### config.mk
export PLATFORM = sky130hd
export DESIGN_NAME = lcd_fifo_ctl_flat
export DESIGN_NICKNAME = d
export VERILOG_FILES = /design/src/rtl/lcd_fifo_pkg.sv /design/src/rtl/lcd_fifo_ctl_if.sv /design/src/rtl/lcd_fifo_ctl.sv /design/src/flat_wrapper.sv
export SDC_FILE = /design/constraint.sdc
export NUM_CORES = 1
export LEC_CHECK = 0
export ABC_AREA = 1
export CORE_MARGIN = 2
export CORE_UTILIZATION = 41
export CTS_CLUSTER_SIZE = 40
export DETAILED_ROUTE_END_ITERATION = 12
export PLACE_DENSITY = 0.87
export REMOVE_ABC_BUFFERS = 1
export SYNTH_ARGS = -nofsm -noshare
export SYNTH_HDL_FRONTEND = slang
export SYNTH_SLANG_ARGS = --single-unit
### constraint.sdc
create_clock -name clk -period 8.19 [get_ports clk]
set_clock_uncertainty 0.15 [all_clocks]
set_input_delay 0.819 -clock clk [delete_from_list [all_inputs] [get_ports clk]]
set_output_delay 0.819 -clock clk [all_outputs]
set_load 0.02 [all_outputs]
### src/rtl/lcd_fifo_pkg.sv
// Shared types and sizes for the LCD pixel-word FIFO controller.
package lcd_fifo_pkg;
  localparam int DEPTH = 256;
  localparam int AW    = 8;
  localparam int DW    = 32;

  typedef enum logic {IDLE, REQ} dma_state_t;
endpackage

### src/rtl/lcd_fifo_ctl_if.sv
// Push (DMA side) and pop (serializer side) handshakes of the pixel-word FIFO.
interface lcd_fifo_ctl_if;
  import lcd_fifo_pkg::*;

  logic          push_valid;
  logic [DW-1:0] push_data;
  logic          push_ready;
  logic          pop_valid;
  logic [DW-1:0] pop_data;
  logic          pop_ready;

  modport slave (
    input  push_valid, push_data, pop_ready,
    output push_ready, pop_valid, pop_data
  );

  modport master (
    output push_valid, push_data, pop_ready,
    input  push_ready, pop_valid, pop_data
  );
endinterface

### src/rtl/lcd_fifo_ctl.sv
// Circular-buffer controller for the 256x32 LCD pixel-word memory: write port,
// primary read port, DMA burst requests and a sticky serializer-underflow flag.
module lcd_fifo_ctl #(
  parameter int BURST = 16,
  parameter int DEPTH = 256
) (
  input  logic                        clk,
  input  logic                        reset,
  input  logic                        enable,
  input  logic                        flush,
  lcd_fifo_ctl_if.slave               bus,
  output logic                        dma_req,
  output logic [lcd_fifo_pkg::AW:0]   level,
  output logic                        underflow,
  input  logic                        underflow_clr,
  output logic                        mem_write,
  output logic [lcd_fifo_pkg::AW-1:0] mem_waddr,
  output logic [lcd_fifo_pkg::DW-1:0] mem_wdata,
  output logic [lcd_fifo_pkg::AW-1:0] mem_raddr,
  input  logic [lcd_fifo_pkg::DW-1:0] mem_rdata
);
  import lcd_fifo_pkg::*;

  localparam logic [AW:0] FULL    = (AW+1)'(DEPTH);
  localparam logic [AW:0] BURST_W = (AW+1)'(BURST);

  logic [AW-1:0] wptr_q, wptr_d;
  logic [AW-1:0] rptr_q, rptr_d;
  logic [AW:0]   count_q, count_d;
  logic          underflow_q, underflow_d;
  dma_state_t    state_q, state_d;
  logic [7:0]    burst_left_q, burst_left_d;

  logic active;
  logic push_acc;
  logic pop_acc;
  logic uf_set;

  // flush and a disabled controller both hold everything in its cleared state
  assign active   = enable & ~flush;
  assign push_acc = bus.push_valid & bus.push_ready;
  assign pop_acc  = bus.pop_valid & bus.pop_ready & ~flush;
  assign uf_set   = enable & bus.pop_ready & (count_q == '0);

  assign bus.push_ready = active & (count_q != FULL);
  assign bus.pop_valid  = enable & (count_q != '0);
  assign bus.pop_data   = mem_rdata;

  assign mem_write = push_acc;
  assign mem_waddr = wptr_q;
  assign mem_wdata = bus.push_data;
  assign mem_raddr = rptr_q;

  assign level     = count_q;
  assign underflow = underflow_q;
  assign dma_req   = (state_q == REQ);

  always_comb begin
    wptr_d      = wptr_q;
    rptr_d      = rptr_q;
    count_d     = count_q;
    underflow_d = underflow_q;

    if (!active) begin
      wptr_d      = '0;
      rptr_d      = '0;
      count_d     = '0;
      underflow_d = 1'b0;
    end else begin
      if (push_acc) wptr_d = wptr_q + 1'b1;
      if (pop_acc)  rptr_d = rptr_q + 1'b1;
      unique case ({push_acc, pop_acc})
        2'b10:   count_d = count_q + 1'b1;
        2'b01:   count_d = count_q - 1'b1;
        default: count_d = count_q;
      endcase
      // a new starvation event wins over a same-cycle clear
      if (uf_set)             underflow_d = 1'b1;
      else if (underflow_clr) underflow_d = 1'b0;
    end
  end

  always_comb begin
    state_d      = state_q;
    burst_left_d = burst_left_q;

    unique case (state_q)
      IDLE: begin
        if (active && ((FULL - count_q) >= BURST_W)) begin
          state_d      = REQ;
          burst_left_d = 8'(BURST);
        end
      end
      REQ: begin
        if (push_acc) begin
          if (burst_left_q == 8'd1) state_d = IDLE;
          else                      burst_left_d = burst_left_q - 1'b1;
        end
      end
      default: state_d = IDLE;
    endcase

    if (!active) state_d = IDLE;
  end

  always_ff @(posedge clk or posedge reset) begin
    if (reset) begin
      wptr_q       <= '0;
      rptr_q       <= '0;
      count_q      <= '0;
      underflow_q  <= 1'b0;
      state_q      <= IDLE;
      burst_left_q <= '0;
    end else begin
      wptr_q       <= wptr_d;
      rptr_q       <= rptr_d;
      count_q      <= count_d;
      underflow_q  <= underflow_d;
      state_q      <= state_d;
      burst_left_q <= burst_left_d;
    end
  end
endmodule

### src/flat_wrapper.sv
// flat-port wrapper written by rule: the top's interface ports become plain ports
module lcd_fifo_ctl_flat import lcd_fifo_pkg::*;
#(
  parameter int BURST = 16,
  parameter int DEPTH = 256
)
  (clk, reset, enable, flush, dma_req, level, underflow, underflow_clr, mem_write, mem_waddr, mem_wdata, mem_raddr, mem_rdata, bus_push_valid, bus_push_data, bus_pop_ready, bus_push_ready, bus_pop_valid, bus_pop_data);
  lcd_fifo_ctl_if bus_i ();
  input  logic clk;
  input  logic reset;
  input  logic enable;
  input  logic flush;
  output logic dma_req;
  output logic [lcd_fifo_pkg::AW:0] level;
  output logic underflow;
  input  logic underflow_clr;
  output logic mem_write;
  output logic [lcd_fifo_pkg::AW-1:0] mem_waddr;
  output logic [lcd_fifo_pkg::DW-1:0] mem_wdata;
  output logic [lcd_fifo_pkg::AW-1:0] mem_raddr;
  input  logic [lcd_fifo_pkg::DW-1:0] mem_rdata;
  input wire logic [$bits(bus_i.push_valid)-1:0] bus_push_valid;
  input wire logic [$bits(bus_i.push_data)-1:0] bus_push_data;
  input wire logic [$bits(bus_i.pop_ready)-1:0] bus_pop_ready;
  output wire logic [$bits(bus_i.push_ready)-1:0] bus_push_ready;
  output wire logic [$bits(bus_i.pop_valid)-1:0] bus_pop_valid;
  output wire logic [$bits(bus_i.pop_data)-1:0] bus_pop_data;
  assign bus_i.push_valid = bus_push_valid;
  assign bus_i.push_data = bus_push_data;
  assign bus_i.pop_ready = bus_pop_ready;
  assign bus_push_ready = bus_i.push_ready;
  assign bus_pop_valid = bus_i.pop_valid;
  assign bus_pop_data = bus_i.pop_data;
  lcd_fifo_ctl #(.BURST(BURST), .DEPTH(DEPTH)) u_core (.clk(clk), .reset(reset), .enable(enable), .flush(flush), .bus(bus_i), .dma_req(dma_req), .level(level), .underflow(underflow), .underflow_clr(underflow_clr), .mem_write(mem_write), .mem_waddr(mem_waddr), .mem_wdata(mem_wdata), .mem_raddr(mem_raddr), .mem_rdata(mem_rdata));
endmodule
==> run_summary.xml <==
<?xml version="1.0" encoding="UTF-8"?>
<metrics>
  <group name="synthesis">
    <metric name="synth_top_family_by_area" unit="">simple AND/OR/NAND/NOR gates</metric>
    <metric name="yosys.area_share.simple" unit="%">30.4</metric>
    <metric name="synthDominantCellAreaShare" unit="%">31.6</metric>
    <metric name="synth.area.top_cells" unit="">dfrtp_1 32%, buf_4 17%, nand2_1 12%</metric>
    <metric name="synth.yosys.warnings" unit="">0</metric>
    <metric name="ys_ff_latch" unit="">35</metric>
    <metric name="synth.lib_cells_used.distinct" unit="">28</metric>
    <metric name="total_standard_cell_area_after_synthesis" unit="sq um">2770</metric>
    <metric name="synth_adder_area_share" unit="%">7.05</metric>
    <metric name="synth_compound_area_share" unit="%">5.20</metric>
    <metric name="synth.avg_cell_area" unit="sq um">7.30</metric>
    <metric name="post_synth_xor_area_fraction" unit="%">2.22</metric>
    <metric name="synth_cells" unit="">379</metric>
    <metric name="seq_area_frac_synth" unit="%">31.6</metric>
    <metric name="post_synth_mux_area_share" unit="%">0</metric>
    <metric name="synthDominantAreaCellType" unit="">dfrtp_1</metric>
  </group>
  <group name="floorplanning">
    <metric name="placeableCoreArea" unit="sq um">6420</metric>
    <metric name="die_h" unit="um">86.2</metric>
    <metric name="die_width" unit="um">86.2</metric>
    <metric name="floorplan.rows" unit="">29</metric>
    <metric name="start_util" unit="%">43.1</metric>
    <metric name="io_pins" unit="">165</metric>
    <metric name="die_area" unit="sq um">7420</metric>
  </group>
  <group name="placed_design">
    <metric name="buffer_ports.inserted" unit="">36</metric>
    <metric name="dp.final_hpwl" unit="um">9200</metric>
    <metric name="dpl-instance-area" unit="sq um">2740</metric>
    <metric name="place_ws" unit="ns">4.40</metric>
    <metric name="globalplace.congestion" unit="">0.978</metric>
  </group>
  <group name="timing">
    <metric name="final_hold_fails" unit="">0</metric>
    <metric name="maxSlewHeadroom" unit="%">63.3</metric>
    <metric name="final_critical_path_setup_slack" unit="ns">4.57</metric>
    <metric name="report.final.setup_viol" unit="">0</metric>
    <metric name="timing.fmax" unit="MHz">276</metric>
    <metric name="finalCriticalPeriod" unit="ns">3.62</metric>
    <metric name="min_period_over_period" unit="%">44.2</metric>
    <metric name="tns" unit="ns">0</metric>
    <metric name="grt_setup_unrepaired" unit="">no</metric>
    <metric name="worst_pin_slew" unit="ns">0.547</metric>
    <metric name="finalMaxSlewViolations" unit="">0</metric>
  </group>
  <group name="final_layout">
    <metric name="final_design_area_no_fill" unit="sq um">2840</metric>
    <metric name="syn_to_final_growth" unit="%">2.49</metric>
    <metric name="layout-drive-gt1-share" unit="%">6.70</metric>
    <metric name="combined_area_of_the_multi_input_logic_cells" unit="sq um">1240</metric>
    <metric name="antenna_cells" unit="">0</metric>
    <metric name="number_of_nets_in_the_final_layout" unit="">443</metric>
    <metric name="number_of_inserted_filler_cells_in_the_final_layout" unit="">617</metric>
    <metric name="final-seq-area" unit="sq um">876</metric>
  </group>
  <group name="pwr">
    <metric name="vdd.ir_drop.worst" unit="mV">0.0557</metric>
    <metric name="power-per-cell-area" unit="nW/um^2">139</metric>
    <metric name="power.static_leakage" unit="nW">1.38</metric>
    <metric name="p_total" unit="uW">393</metric>
  </group>
  <group name="drt">
    <metric name="met3RoutedLength" unit="um">2680</metric>
    <metric name="drt_first_iter_violations" unit="">165</metric>
    <metric name="met1_length" unit="um">3040</metric>
    <metric name="met2_length" unit="um">4390</metric>
    <metric name="drt-total-wl" unit="um">10900</metric>
    <metric name="via_per_inst" unit="">5.45</metric>
    <metric name="detailroute.via_count" unit="">2370</metric>
    <metric name="tritonroute_pass_1_iters" unit="">5</metric>
    <metric name="remaining_antenna_violation_count" unit="">0</metric>
    <metric name="post_drt_wl_per_cell" unit="um">24.9</metric>
    <metric name="highest_signal_layer_in_the_routed_design" unit="">met4</metric>
    <metric name="route.detailed.drc" unit="">0</metric>
  </group>
  <group name="critical_path">
    <metric name="worst-endpoint-arrival" unit="ns">2.65</metric>
    <metric name="worst_setup_path_start_kind" unit="">primary input</metric>
    <metric name="timing.critical_path.to" unit="">bus_push_ready</metric>
    <metric name="critPathCaptureType" unit="">output pin</metric>
    <metric name="rr_worst_depth" unit="">15</metric>
    <metric name="crit_required" unit="ns">7.22</metric>
    <metric name="cp-startpoint" unit="">enable</metric>
    <metric name="reg2reg_setup_slack" unit="ns">4.99</metric>
    <metric name="path_class" unit="">in2out</metric>
    <metric name="crit_fanout" unit="">16</metric>
    <metric name="worst_r2r_dst" unit="">u_core.level[8]$_DFFE_PP0P_</metric>
    <metric name="crit-reg2reg-launch" unit="">u_core.level[0]$_DFFE_PP0P_</metric>
  </group>
  <group name="flow_run">
    <metric name="number_of_maximum_capacitance_violations" unit="">0</metric>
  </group>
  <group name="clocking">
    <metric name="cts-resized-gates" unit="">0</metric>
    <metric name="htree_num_levels" unit="">2</metric>
    <metric name="tritoncts" unit="">built</metric>
    <metric name="post_cts_hold_buffer_count" unit="">0</metric>
    <metric name="ctsLongestPathBuffers" unit="">2</metric>
    <metric name="cts_inserted_buffers" unit="">5</metric>
    <metric name="insertion_delay" unit="ns">0.30</metric>
    <metric name="tritoncts_num_sinks" unit="">35</metric>
    <metric name="postCtsSetupRepairBufs" unit="">0</metric>
    <metric name="cts_root_buf" unit="">clkbuf_8</metric>
    <metric name="path_clk_slew" unit="ns">0.06</metric>
  </group>
  <group name="global_route">
    <metric name="grt_max_degree" unit="">36</metric>
    <metric name="antenna_found_initial" unit="">0</metric>
    <metric name="globalRoute.totalOverflow" unit="">0</metric>
    <metric name="global_route_total_usage_across_every_layer" unit="%">29.2</metric>
    <metric name="grt_pass1_vias" unit="">2161</metric>
    <metric name="grt_pass1_wl" unit="um">14900</metric>
  </group>
  <group name="min_path">
    <metric name="hp-class" unit="">reg2reg</metric>
  </group>
  <group name="status">
    <metric name="status" unit="">finished clean</metric>
  </group>
</metrics>
cells by family after synthesis:
logic type / Yosys count
buf+inv: 106
simple gates: 189
fa+ha+maj: 15
xor+xnor: 7
compound gates: 27
flops: 35
flip-flops by register name, indices dropped and copies added (netlist names):
signal	count
u_core.dma_req	1
u_core.underflow	1
u_core.mem_raddr	8
u_core.mem_waddr	8
u_core.burst_left_q	8
u_core.level	9
metrics by stage:
step / hold slack, ns / std cells / util (%)
finish: 0.381 / 435 / 44.2
global route: 0.411 / 435 / 44.2
CTS: 0.383 / 435 / 44.2
detailed placement: 0.366 / 427 / 42.6
global placement: 0.360 / 427 / 42.6
floorplan: 0.341 / 313 / -
report_power, final:
part / internal (mW) / switching [mW]
sequential: 0.180 / 0.00892
clock: 0.0768 / 0.0666
combinational: 0.0245 / 0.0365
total: 0.281 / 0.112
final cells by class:
| type | count | share of cell area, % |
|---|---|---|
| inverter | 40 | 5.47 |
| sequential | 35 | 30.9 |
| clock buffer | 8 | 3.53 |
| timing repair buffer | 37 | 13.0 |
| tap | 77 | 3.40 |
| multi-input combinational | 238 | 43.8 |
cells in the mapped netlist, drive strengths merged:
master   n
clkbuf   1
buf     65
a21oi   11
nand2   91
nor3b    1
o21ai   13
fa       1
nand4    9
ha      14
a22o     1
inv     39
xnor2    3
clkinv   1
nor3     6
nand3b   1
nor2    44
or2      5
dfrtp   35
xor2     4
o21bai   2
nand3   32
metal layers:
layer,GRT usage [%],vias to the layer above
li1,-,1098
met1,23.6,1055
met2,41.3,182
met3,33.0,35
met4,17.7,0
met5,3.50,-
layout by cell type (no fill, tap or decap), types with 6 or more instances in the layout:
master           count
nand2_1             89
nor3_1               6
a21oi_1             11
clkdlybuf4s50_1     36
nand4_1              9
nand3_1             31
dfrtp_1             35
ha_1                14
inv_1               36
clkbuf_8             7
nor2_1              40
o21ai_0             13
worst max-delay path: stages:
cell and delay [ns]:
clkdlybuf4s50_1 0.47, inv_2 0.06, nor2_4 0.32, inv_2 0.18, nor2_1 0.18, clkdlybuf4s50_1 0.63
worst min-delay path by stage:
stage                                            start                                 end  slack [ns]  depth (start not counted)
detailed placement  u_core.burst_left_q[1]$_DFFE_PP0P_  u_core.burst_left_q[1]$_DFFE_PP0P_        0.37                          2
global route        u_core.burst_left_q[1]$_DFFE_PP0P_  u_core.burst_left_q[1]$_DFFE_PP0P_        0.41                          2
CTS                 u_core.burst_left_q[1]$_DFFE_PP0P_  u_core.burst_left_q[1]$_DFFE_PP0P_        0.38                          2
floorplan           u_core.burst_left_q[1]$_DFFE_PP0P_  u_core.burst_left_q[1]$_DFFE_PP0P_        0.34                          2
finish              u_core.burst_left_q[1]$_DFFE_PP0P_  u_core.burst_left_q[1]$_DFFE_PP0P_        0.38                          2
global placement    u_core.burst_left_q[1]$_DFFE_PP0P_  u_core.burst_left_q[1]$_DFFE_PP0P_        0.36                          2
Note: power is estimated with default switching activity, not from simulation.
==> variant: new RTL, same settings <==
The package constant `AW` goes from 8 to 7.
--- a/src/rtl/lcd_fifo_pkg.sv
+++ b/src/rtl/lcd_fifo_pkg.sv
@@ -2,5 +2,5 @@
 package lcd_fifo_pkg;
   localparam int DEPTH = 256;
-  localparam int AW    = 8;
+  localparam int AW    = 7;
   localparam int DW    = 32;
 
Ports: changed (resized level, mem_raddr and mem_waddr); port bits go from 165 to 162. The function was not compared with the original's and may differ.
==> variant against the unedited design <==
Synthesized cell count decreased by 6.6%. Cell count decreased by 6.0%. Highest routed layer is now met5. Register-to-register slack improved by 0.50 ns. Setup slack improved by 0.17 ns. Cell area decreased by 5.1%. Die area decreased by 4.7%. Wire length decreased by 12%. Synthesized area decreased by 4.9%. Critical path depth decreased by 1. Sequential cell count decreased by 3. Count of clock-buffer cells in the layout decreased by 2. Critical path type unchanged.
Power is not compared: it rests on default switching activity, and its combinational part moved more than twofold at a synthesized area within 25%.
==> variant: results (changes against the unedited design) <==
[clock_network]
ctsResizeCount=0  ; unchanged
clkLatencyLatePin_ns=0.29
cts-root-buf=clkbuf_8  ; unchanged
clkTransAtPathRegs_ns=0.07
cts_setup_buffers=0  ; unchanged
cts_buffers=5  ; unchanged
cts_max_path_buffers=2  ; unchanged
htree_levels=2  ; unchanged

[synthesis]
ys_seq_area_frac=0.3043  ; was 0.3165
yosysUniqueCellTypes=31  ; was 28
synthArstFlopShare=1.000  ; unchanged
yosys-top-cells-count=nand2_1 (94), buf_4 (64), nor2_1 (33), dfrtp_1 (32), nand3_1 (31)  ; was nand2_1 (89), buf_4 (64), nor2_1 (40), inv_1 (36), dfrtp_1 (35)
yosys_warnings=0  ; unchanged
synth.area.top_cells=dfrtp_1 (30%), buf_4 (18%), nand2_1 (13%)  ; was dfrtp_1 (32%), buf_4 (17%), nand2_1 (12%)

[pwr]
leakage_nw=1.433
ir_drop_mv=0.07215
internal_power_mw=0.2615

[placed_design]
place_area_um2=2585  ; was 2736 um2
gp_congestion=0.9940  ; was 0.9780
dp_hpwl_mm=8.076  ; was 9.201 mm
port_buffers=33  ; was 36
pre_cts_ws_ns=4.628  ; was 4.397 ns

[global_route]
antenna_found_initial=0  ; unchanged
grt_pass1_vias=2041  ; was 2,161
grt_pass1_wl_mm=13.66  ; was 14.92 mm
grt_usage=0.2699  ; was 0.2922
grt_max_degree=33  ; was 36

[routing]
route.vias.total=2184  ; was 2,370
drt_iter0_markers=110  ; was 165
dr.pass1.iters=4  ; was 5
routedWlPerCell_um=23.30  ; was 24.94 um

[status]
status=finished, final reports clean  ; unchanged

[critical_path]
arrival_ns=2.48  ; was 2.65 ns
worstPathMaxFanout=10  ; was 16

[layout]
diodes=0  ; unchanged
nets=414  ; was 443
drive_gt1_frac=0.07229  ; was 0.06704

[timing]
slew_headroom=0.7179  ; was 0.6328

[hold_path]
hold_class=flip-flop to flip-flop  ; unchanged

## variant: cell count changes in the layout (fill, tap and decap cells not counted), moves of 4 or more
cell,change
o21ai_0,-11
nor3_1,-5
or2_2,-4
nor2_1,-7
xor2_1,+4
nand2_1,+5
inv_1,-6
## variant: kinds of logic (layout without fill, tap and decap cells)
family,count (synthesis),count (layout),synth area share
simple gates,179,179,0.3148
mux,1,1,0.003804
compound gates,20,20,0.04422
flops,32,32,0.3043
fa+ha+maj,12,12,0.05991
buf+inv,98,76,0.2330
xor+xnor,12,12,0.03994
## variant: worst paths after layout
kind                       slack (ns)  cells after the start        startpoint                      to
setup / recovery                 4.74                      5             flush               mem_write
hold / removal                   0.38                      2  u_core.underflow        u_core.underflow
setup reg to reg                 5.49                     12   u_core.level[0]         u_core.level[7]
hold reg to reg                  0.38                      2  u_core.underflow        u_core.underflow
max in group asynchronous        6.81                      3             reset         u_core.level[0]
min in group asynchronous        0.77                      3             reset  u_core.burst_left_q[5]
## variant: power groups by stage
stage | clock, mW | sequential, mW | combinational (mW)
after CTS | 0.155 | 0.163 | 0.0295
after global placement | 0 | 0.166 | 0.0286
after detailed placement | 0 | 0.166 | 0.0294
after global routing | 0.160 | 0.163 | 0.0333
after floorplan | 0 | 0.166 | 0.0195
final | 0.152 | 0.163 | 0.0293
## variant: per-layer routing
layer | vias up | global-route usage | part of all wire
met1 | 985 | 0.2449 | 0.31
met2 | 159 | 0.3918 | 0.43
met4 | 2 | 0.1041 | 0.036
li1 | 1008 | - | -
met3 | 30 | 0.2799 | 0.23
met5 | - | 0.09091 | 0.0065
## variant: final cells by class
| type | count | area (um2) |
|---|---|---|
| clock buffer | 6 | 72.57 |
| clock inverter | 2 | 35.03 |
| fill | 603 | 3585 |
| inverter | 34 | 132.6 |
| multi-input combinational | 224 | 1217 |
| sequential | 32 | 800.8 |
| tap | 77 | 96.34 |
| timing repair buffer | 34 | 337.8 |
## variant: through the flow
stage | hold WS (ns) | std cells | total power [mW] | utilization
2_1_floorplan | 0.3481 | 290 | 0.1856 | -
3_3_place_gp | 0.3704 | 401 | 0.1945 | 0.4118
3_5_place_dp | 0.3749 | 401 | 0.1954 | 0.4118
4_1_cts | 0.3863 | 409 | 0.3473 | 0.4289
5_1_grt | 0.4217 | 409 | 0.3571 | 0.4289
6_report | 0.3842 | 409 | 0.3440 | 0.4289
## variant: critical path, stage by stage
cell and delay, ns:
clkdlybuf4s50_1 0.49, nor2_8 0.25, nand3_2 0.16, inv_1 0.15, clkdlybuf4s50_1 0.62
